$ cat src/rtl/mips_hazard_pkg.sv
// Shared encodings for the hazard scoreboard: forward-select codes, the "operand not read" Tuse,
// the scoreboard slot type and the saturating Tnew decrement used as an entry moves down the pipe.
package mips_hazard_pkg;

  localparam int SB_AW = 5;
  localparam int SB_TW = 2;

  localparam logic [1:0] FWD_RF = 2'd0;
  localparam logic [1:0] FWD_E  = 2'd1;
  localparam logic [1:0] FWD_M  = 2'd2;
  localparam logic [1:0] FWD_W  = 2'd3;

  localparam logic [SB_TW-1:0] TUSE_NONE = 2'd3;

  typedef struct packed {
    logic [SB_AW-1:0] wa;
    logic [SB_TW-1:0] tnew;
  } stage_t;

  localparam stage_t STAGE_BUBBLE = '{wa: '0, tnew: '0};

  function automatic logic [SB_TW-1:0] tnew_dec(input logic [SB_TW-1:0] t);
    return (t == '0) ? '0 : t - SB_TW'(1);
  endfunction

endpackage

$ cat src/rtl/hazard_stage_reg.sv
// One scoreboard slot {wa, tnew}; 1-cycle load, optional saturating Tnew decrement on load.
// No backpressure: loads every cycle, a bubble load clears the slot.
module hazard_stage_reg
  import mips_hazard_pkg::*;
(
  input  logic             clk,
  input  logic             rst_n,
  input  logic             bubble,
  input  logic             dec,
  input  logic [SB_AW-1:0] d_wa,
  input  logic [SB_TW-1:0] d_tnew,
  output logic [SB_AW-1:0] q_wa,
  output logic [SB_TW-1:0] q_tnew
);

  stage_t q;

  always_ff @(posedge clk or negedge rst_n) begin
    if (!rst_n) begin
      q <= STAGE_BUBBLE;
    end else if (bubble) begin
      q <= STAGE_BUBBLE;
    end else begin
      q <= '{wa: d_wa, tnew: (dec ? tnew_dec(d_tnew) : d_tnew)};
    end
  end

  assign q_wa   = q.wa;
  assign q_tnew = q.tnew;

endmodule

$ cat src/rtl/hazard_scoreboard.sv
// Hazard/forwarding unit: combinational stall and D/E forward selects from an E/M/W scoreboard; state advances every cycle.
// No backpressure input; stall freezes PC/IF-ID and bubbles E. HAZARD_STATS_EN adds stall_cnt and stall_rs_only.
module hazard_scoreboard
  import mips_hazard_pkg::*;
#(
  parameter int REG_AW = 5,
  parameter int TW     = 2
) (
  input  logic              clk,
  input  logic              rst_n,
  input  logic [REG_AW-1:0] rs_d,
  input  logic [REG_AW-1:0] rt_d,
  input  logic [TW-1:0]     rs_tuse_d,
  input  logic [TW-1:0]     rt_tuse_d,
  input  logic [REG_AW-1:0] wa_d,
  input  logic [TW-1:0]     tnew_d,
  input  logic              flush_e,
  output logic              stall,
  output logic [1:0]        fwd_rs_d,
  output logic [1:0]        fwd_rt_d,
  output logic [1:0]        fwd_rs_e,
  output logic [1:0]        fwd_rt_e
`ifdef HAZARD_STATS_EN
  ,
  output logic [31:0]       stall_cnt,
  output logic              stall_rs_only
`endif
);

  logic [REG_AW-1:0] wa_e, wa_m, wa_w;
  logic [TW-1:0]     tnew_e, tnew_m, tnew_w;
  logic [REG_AW-1:0] rs_e, rt_e;
  logic              bubble_e;

  logic [1:0]        src_rs, src_rt;
  logic [TW-1:0]     tn_rs, tn_rt;
  logic              hz_rs, hz_rt;

  // Stall and flush collapse into one bubble; Tnew is relative to E entry, so E loads it undecremented.
  assign bubble_e = stall | flush_e;

  hazard_stage_reg u_stage_e (
    .clk    (clk),
    .rst_n  (rst_n),
    .bubble (bubble_e),
    .dec    (1'b0),
    .d_wa   (wa_d),
    .d_tnew (tnew_d),
    .q_wa   (wa_e),
    .q_tnew (tnew_e)
  );

  hazard_stage_reg u_stage_m (
    .clk    (clk),
    .rst_n  (rst_n),
    .bubble (1'b0),
    .dec    (1'b1),
    .d_wa   (wa_e),
    .d_tnew (tnew_e),
    .q_wa   (wa_m),
    .q_tnew (tnew_m)
  );

  hazard_stage_reg u_stage_w (
    .clk    (clk),
    .rst_n  (rst_n),
    .bubble (1'b0),
    .dec    (1'b1),
    .d_wa   (wa_m),
    .d_tnew (tnew_m),
    .q_wa   (wa_w),
    .q_tnew (tnew_w)
  );

  always_ff @(posedge clk or negedge rst_n) begin
    if (!rst_n) begin
      rs_e <= '0;
      rt_e <= '0;
    end else if (bubble_e) begin
      rs_e <= '0;
      rt_e <= '0;
    end else begin
      rs_e <= rs_d;
      rt_e <= rt_d;
    end
  end

  function automatic logic [1:0] near_src(input logic [REG_AW-1:0] r,
                                          input logic [REG_AW-1:0] we,
                                          input logic [REG_AW-1:0] wm,
                                          input logic [REG_AW-1:0] ww);
    if (r == '0) return FWD_RF;
    if (we == r) return FWD_E;
    if (wm == r) return FWD_M;
    if (ww == r) return FWD_W;
    return FWD_RF;
  endfunction

  function automatic logic [TW-1:0] src_tnew(input logic [1:0]    src,
                                             input logic [TW-1:0] t_e,
                                             input logic [TW-1:0] t_m,
                                             input logic [TW-1:0] t_w);
    case (src)
      FWD_E:   return t_e;
      FWD_M:   return t_m;
      FWD_W:   return t_w;
      default: return '0;
    endcase
  endfunction

  // The E operand only looks at M and W; a matching M with pending data hides an older W.
  function automatic logic [1:0] e_src(input logic [REG_AW-1:0] r,
                                       input logic [REG_AW-1:0] wm,
                                       input logic [TW-1:0]     t_m,
                                       input logic [REG_AW-1:0] ww,
                                       input logic [TW-1:0]     t_w);
    if (r == '0) return FWD_RF;
    if (wm == r) return (t_m == '0) ? FWD_M : FWD_RF;
    if (ww == r) return (t_w == '0) ? FWD_W : FWD_RF;
    return FWD_RF;
  endfunction

  always_comb begin
    src_rs = near_src(rs_d, wa_e, wa_m, wa_w);
    src_rt = near_src(rt_d, wa_e, wa_m, wa_w);
    tn_rs  = src_tnew(src_rs, tnew_e, tnew_m, tnew_w);
    tn_rt  = src_tnew(src_rt, tnew_e, tnew_m, tnew_w);

    hz_rs  = (src_rs != FWD_RF) && (rs_tuse_d != TUSE_NONE) && (tn_rs > rs_tuse_d);
    hz_rt  = (src_rt != FWD_RF) && (rt_tuse_d != TUSE_NONE) && (tn_rt > rt_tuse_d);
    stall  = hz_rs | hz_rt;

    fwd_rs_d = ((src_rs != FWD_RF) && (tn_rs == '0)) ? src_rs : FWD_RF;
    fwd_rt_d = ((src_rt != FWD_RF) && (tn_rt == '0)) ? src_rt : FWD_RF;
    fwd_rs_e = e_src(rs_e, wa_m, tnew_m, wa_w, tnew_w);
    fwd_rt_e = e_src(rt_e, wa_m, tnew_m, wa_w, tnew_w);
  end

`ifdef HAZARD_STATS_EN
  always_ff @(posedge clk or negedge rst_n) begin
    if (!rst_n) begin
      stall_cnt <= '0;
    end else if (stall) begin
      stall_cnt <= stall_cnt + 32'd1;
    end
  end

  assign stall_rs_only = hz_rs & ~hz_rt;
`endif

endmodule

$ cat config.mk
export PLATFORM = sky130hd
export DESIGN_NAME = hazard_scoreboard
export DESIGN_NICKNAME = d
export VERILOG_FILES = /design/src/rtl/mips_hazard_pkg.sv /design/src/rtl/hazard_stage_reg.sv /design/src/rtl/hazard_scoreboard.sv
export SDC_FILE = /design/constraint.sdc
export NUM_CORES = 1
export LEC_CHECK = 0
export BUFFER_PORTS_ARGS = -buffer_cell sky130_fd_sc_hd__buf_2
export CAP_MARGIN = 20
export CORE_MARGIN = 4
export CORE_UTILIZATION = 45
export CTS_BUF_LIST = sky130_fd_sc_hd__clkbuf_16
export DETAILED_ROUTE_END_ITERATION = 6
export PLACE_DENSITY_LB_ADDON = 0.08
export SYNTH_ARGS = -nofsm -noshare
export SYNTH_HDL_FRONTEND = slang
export SYNTH_SLANG_ARGS = --single-unit
$ cat constraint.sdc
create_clock -name clk -period 2.8 [get_ports clk]
set_clock_uncertainty 0.05 [all_clocks]
set_input_delay 0.42 -clock clk [delete_from_list [all_inputs] [get_ports clk]]
set_output_delay 0.42 -clock clk [all_outputs]
set_load 0.05 [all_outputs]
Word level (Yosys, flattened, before mapping)
Index checks and enable logic that the tools add are counted.
{"block": "op_classes", "magnitude_cmp": 2, "reduce_logical": 17, "bitwise_logic": 2, "n_eq_ne": 18, "mux": 71, "n_addsub": 2}
{"op": "$mux W2", "n": 34}
{"op": "$eq A5 B5 Y1", "n": 10}
{"op": "$mux W1", "n": 32}
{"op": "$logic_not A5 Y1", "n": 4}
{"op": "$pmux W2 S3", "n": 2}
{"op": "$logic_not A2 Y1", "n": 5}
{"op": "$mux W5", "n": 2}
{"op": "$eq A2 B2 Y1 const B", "n": 4}
{"op": "$mux W7", "n": 1}
{"op": "$logic_and A1 B1 Y1", "n": 6}
{"op": "$eq A2 B1 Y1 const B", "n": 2}
{"op": "$gt A2 B2 Y1", "n": 2}
{"op": "$ne A2 B2 Y1 const B", "n": 2}
{"op": "$reduce_bool A2 Y1", "n": 2}
{"op": "$sub A2 B1 Y2 const B", "n": 2}
{"op": "$or A1 B1 Y1", "n": 2}
{"block": "totals", "reg_bits": 31, "out_inout_bits": 9, "elab_cells": 120, "in_bits": 24}

Longest topological paths before layout
{"block": "depth", "depth_word": 19, "depth_mapped": 13, "depth_no_buf": 11}

By module
From an unflattened synthesis, not the netlist that was laid out.
{"block": "unflattened", "cells_unflattened": 212, "area_unflattened_um2": 2120.8}
{"module": "hazard_scoreboard", "seq_area_each_um2": 250.2, "cells_per_inst": 161, "n_inst": 1, "area_each_um2": 1377.6}
{"module": "hazard_stage_reg", "seq_area_each_um2": 175.2, "cells_per_inst": 17, "n_inst": 3, "area_each_um2": 247.7}

Least setup slack after synthesis
No wires, ideal clock.
{"block": "synth_timing", "path_type": "reg2out", "from": "register u_stage_w.q (netlist bit u_stage_w.q_tnew[1])", "to": "output fwd_rs_e[1]", "t_arrival_ns": 2.882, "slack_ns": -0.552, "path_stages_with_launch": 5, "path_cell_list": "dfrtp_1 nor2_1 nand2_1 nor4b_1 or2_2"}
{"block": "synth_via", "elab_chain_len": 6}
{"item": "from (decl)", "line_no": "hazard_stage_reg.sv:16", "text": "stage_t q;"}
{"item": "from (signal assigned)", "line_no": "hazard_stage_reg.sv:24", "text": "q <= '{wa: d_wa, tnew: (dec ? tnew_dec(d_tnew) : d_tnew)};"}
{"item": "$logic_not A2 Y1", "line_no": "hazard_scoreboard.sv:119", "text": "if (ww == r) return (t_w == '0) ? FWD_W : FWD_RF;"}
{"item": "$mux W2 (2 in a row)", "line_no": "hazard_scoreboard.sv:119"}
{"item": "$mux W2", "line_no": "hazard_scoreboard.sv:120", "text": "return FWD_RF;"}
{"item": "$mux W2", "line_no": "hazard_scoreboard.sv:119"}
{"item": "$mux W2", "line_no": "hazard_scoreboard.sv:118", "text": "if (wm == r) return (t_m == '0) ? FWD_M : FWD_RF;"}
{"item": "to (decl)", "line_no": "hazard_scoreboard.sv:21", "text": "output logic [1:0] fwd_rs_e,"}
No other way between the ends.

Worst setup path in the final report
{"block": "layout_timing", "from": "register u_stage_m.q (netlist bit u_stage_m.q_wa[1])", "to": "output stall"}
{"block": "layout_via", "elab_chain_len": 12}
{"item": "from (decl)", "line_no": "hazard_stage_reg.sv:16"}
{"item": "from (signal assigned)", "line_no": "hazard_stage_reg.sv:24"}
{"item": "$eq A5 B5 Y1", "line_no": "hazard_scoreboard.sv:94", "text": "if (wm == r) return FWD_M;"}
{"item": "$mux W2 / $mux W1 (equally long branches)", "line_no": "hazard_scoreboard.sv:94"}
{"item": "$mux W2 / $mux W1 (equally long branches)", "line_no": "hazard_scoreboard.sv:95, hazard_scoreboard.sv:94"}
{"item": "$mux W2 / $mux W1 (equally long branches)", "line_no": "hazard_scoreboard.sv:96, hazard_scoreboard.sv:93"}
{"item": "$mux W2", "line_no": "hazard_scoreboard.sv:95", "text": "if (ww == r) return FWD_W;"}
{"item": "$mux W2", "line_no": "hazard_scoreboard.sv:94"}
{"item": "$mux W2", "line_no": "hazard_scoreboard.sv:93", "text": "if (we == r) return FWD_E;"}
{"item": "$eq A2 B2 Y1 / $eq A2 B1 Y1 (equally long branches)", "line_no": "hazard_scoreboard.sv:103", "text": "case (src)"}
{"item": "$pmux W2 S3", "line_no": "hazard_scoreboard.sv:103"}
{"item": "$gt A2 B2 Y1, on equally long branches", "line_no": "hazard_scoreboard.sv:129, hazard_scoreboard.sv:130"}
{"item": "$logic_and A1 B1 Y1, on equally long branches", "line_no": "hazard_scoreboard.sv:129, hazard_scoreboard.sv:130"}
{"item": "$or A1 B1 Y1 *", "line_no": "hazard_scoreboard.sv:131", "text": "stall = hz_rs | hz_rt;"}
{"item": "to (decl)", "line_no": "hazard_scoreboard.sv:18", "text": "output logic stall,"}
Every way passes the cells marked *; elsewhere a longest branch is shown, timed or not. The select of a mux whose other input is x is not followed.

==> key figures <==
STA
  – Max-slew headroom: 54.1%
  – Max frequency: 301 MHz
  – Hold Slack: 0.128 ns
  – Minimum clock period: 3.32 ns
  – Hold Fails Final Rpt: 0
  – Max Slew Vio Count: 0
  – Unrepaired setup endpoints after global routing: yes
  – Slew @ Worst Pin: 0.689 ns
  – PnR worst setup slack: -0.518 ns
  – Setup TNS: -1.14 ns
  – Ratio of final minimum period to clock period: 119%
  – Final setup viols: 18

Routing
  – WL/cell: 18.2 µm
  – Via count: 1789
  – Drt initial violations: 85
  – WL final: 5.94 mm
  – Pre-antenna DRT Iters: 4
  – DR vias/cell: 5.49
  – Drc violations: 0
  – Antenna Nets Post-Route: 0

Critical path
  – Critical Path End Type: output port
  – Worst r2r path cells: 11
  – CP Class: reg -> out
  – Startpoint class of the critical path: register
  – CP Data Required Time: 2.33 ns
  – CP max FO: 4
  – Critical path arrival: 2.85 ns

Clocking
  – TritonCTS clock tree: done
  – Worst-path clk slew: 0.05 ns
  – Num CTS Buffers: 5
  – Clk sinks: 31
  – H-tree depth: 2
  – Clock insertion delay at the later pin of the skew report: 0.28 ns
  – Root buf cell: clkbuf_16
  – CTS Buffer Depth: 2

Synth
  – Net Count, Synth: 224
  – Area of the mapped netlist: 0.00206 mm²
  – Synthesized area per cell: 10.5 µm²
  – Post-synth EDFFs: 0
  – Yosys top cell by area: dfrtp_1
  – Seq/Total Area, Yosys: 37.6%
  – Yosys top cell area share: 37.6%
  – Top post-synthesis cells by area: dfrtp_1 (38%), xnor2_1 (11%), xor2_1 (11%)
  – Asr flop ratio synth: 100%
  – Mapped Cells: 196
  – Top_reg_cell synth: dfrtp_1
  – Synth unique cells: 40
  – Yosys reg bits: 31
  – Ys Warns: 0

Layout
  – Commonest cells after routing, fill and taps aside: buf_4 (44), buf_2 (31), dfrtp_1 (29)
  – Finished Layout Cells: 326
  – Post-layout nets: 301
  – Final core utilization: 63.9%
  – Layout cell share with drive strength beyond 1: 42.3%
  – Synthesis-to-layout area growth: 35.8%
  – Commonest non-fill, non-tap cell in the layout: buf_4
  – Ant. Diodes: 0

Pwr
  – PwrDens: 488 mW/mm²
  – Peak supply drop: 0.354 mV
  – Leak pwr: 1.29 nW
  – Total power draw: 1.37 mW

Floorplan
  – Row cnt: 24
  – Die H: 75.7 µm
  – Die width: 75.7 µm
  – # IOs: 33
  – Core area: 0.00438 mm²
  – Starting Density: 47.1%
  – Die Footprint: 0.00574 mm²

Placement
  – Placed insts: 316
  – PortBufs: 32
  – Final GP Congestion: 0.896
  – Post-DP HPWL: 4.63 mm

Global route
  – Initial antenna violation count: 0
  – Tot GR Track Use: 22.6%
  – Global-route wire length before repair: 9.36 mm
  – Largest net degree at the start of global routing: 32
  – Vias in the first global route: 1825
  – Global-route congestion overflow total: 0

Flow run
  – MaxCap Viol Count: 0

Min path
  – HP Class: in -> async

Status
  – Failing checks: negative setup slack
  – Status: finished, violations left
synthesized netlist by cell type, types with 2 or more instances:
library cell	n
dfrtp_1	31
xnor2_1	25
xor2_1	25
nand3_1	12
nor2_1	10
nor4b_1	10
nor3_1	9
nor4b_2	9
nand2_1	8
inv_1	7
a21oi_1	6
ha_1	4
nor4_1	4
nand4_1	3
a211oi_1	2
and2_1	2
buf_6	2
mux2i_1	2
o21ai_0	2
or2_2	2
or4_1	2
per-layer routing:
metal	global-route usage [%]	wire (µm)
met4	9.51	130
met1	29.1	2530
met2	36.5	2940
met5	0	0
met3	5.01	341
worst max-delay path: stages (launching register included):
cell and delay, ns:
dfrtp_2 0.44, xor2_1 0.17, nor3_2 0.18, nand3_2 0.14, mux2i_2 0.20, o21ba_2 0.23
ha_4 0.27, a21oi_1 0.05, a221o_1 0.31, a311oi_4 0.24, or2_4 0.19, buf_8 0.14
registers in the layout, indices dropped and copies added, names as in the netlist:
register          cells
rs_e                  5
rt_e                  5
u_stage_e.q_wa        5
u_stage_m.q_wa        5
u_stage_w.q_wa        5
u_stage_e.q_tnew      2
u_stage_m.q_tnew      2
u_stage_w.q_tnew      2
metrics by stage:
step	instance area, µm²	setup WS (ns)
final	2800	-0.518
after global routing	2800	-0.667
after CTS	2790	-0.524
after detailed placement	2590	-0.580
after global placement	2590	-0.554
after floorplan	2100	-0.283
power by group:
| part | internal, mW | switching [mW] |
|---|---|---|
| clock network | 0.327 | 0.202 |
| registers | 0.474 | 0.0375 |
| logic | 0.152 | 0.176 |
| total | 0.953 | 0.415 |
area by class of cell:
cell class	count	area, µm²
fill	369	1580
multi-input combinational	152	1290
sequential	31	778
timing repair buffer	76	500
clock buffer	5	125
tap	52	65.1
inverter	7	26.3
clock inverter	3	20.0
worst paths after layout:
| path | start | end | slack (ns) |
|---|---|---|---|
| max | u_stage_m.q_wa[1] | stall | -0.52 |
| max reg2reg | u_stage_e.q_wa[4] | rt_e[4] | -0.06 |
| min reg2reg | u_stage_e.q_wa[3] | u_stage_m.q_wa[3] | 0.43 |
| min in group clk | wa_d[4] | u_stage_e.q_wa[4] | 0.36 |
| min | rst_n | rs_e[0] | 0.13 |
| max in group asynchronous | rst_n | u_stage_m.q_wa[1] | 2.09 |
repair_timing:
item | 4_1_cts | 5_1_grt
hold buffers | 0 | 0
pin swaps | 4 | 1
endpoints found under the setup margin | 18 | 18
endpoints found under the hold margin | 0 | 0
gates resized for setup | 10 | 3
buffers inserted | 2 | 0
cells by family after synthesis:
logic type	count (synthesis)	synth area share, %
AO/OA/AOI/OAI	17	6.55
XOR/XNOR	50	21.2
adder cells (fa/ha/maj)	4	2.42
buffers and inverters	13	3.70
flip-flops	31	37.6
multiplexers	2	0.970
AND/OR/NAND/NOR	79	27.6
(Power assumes the default switching activity.)
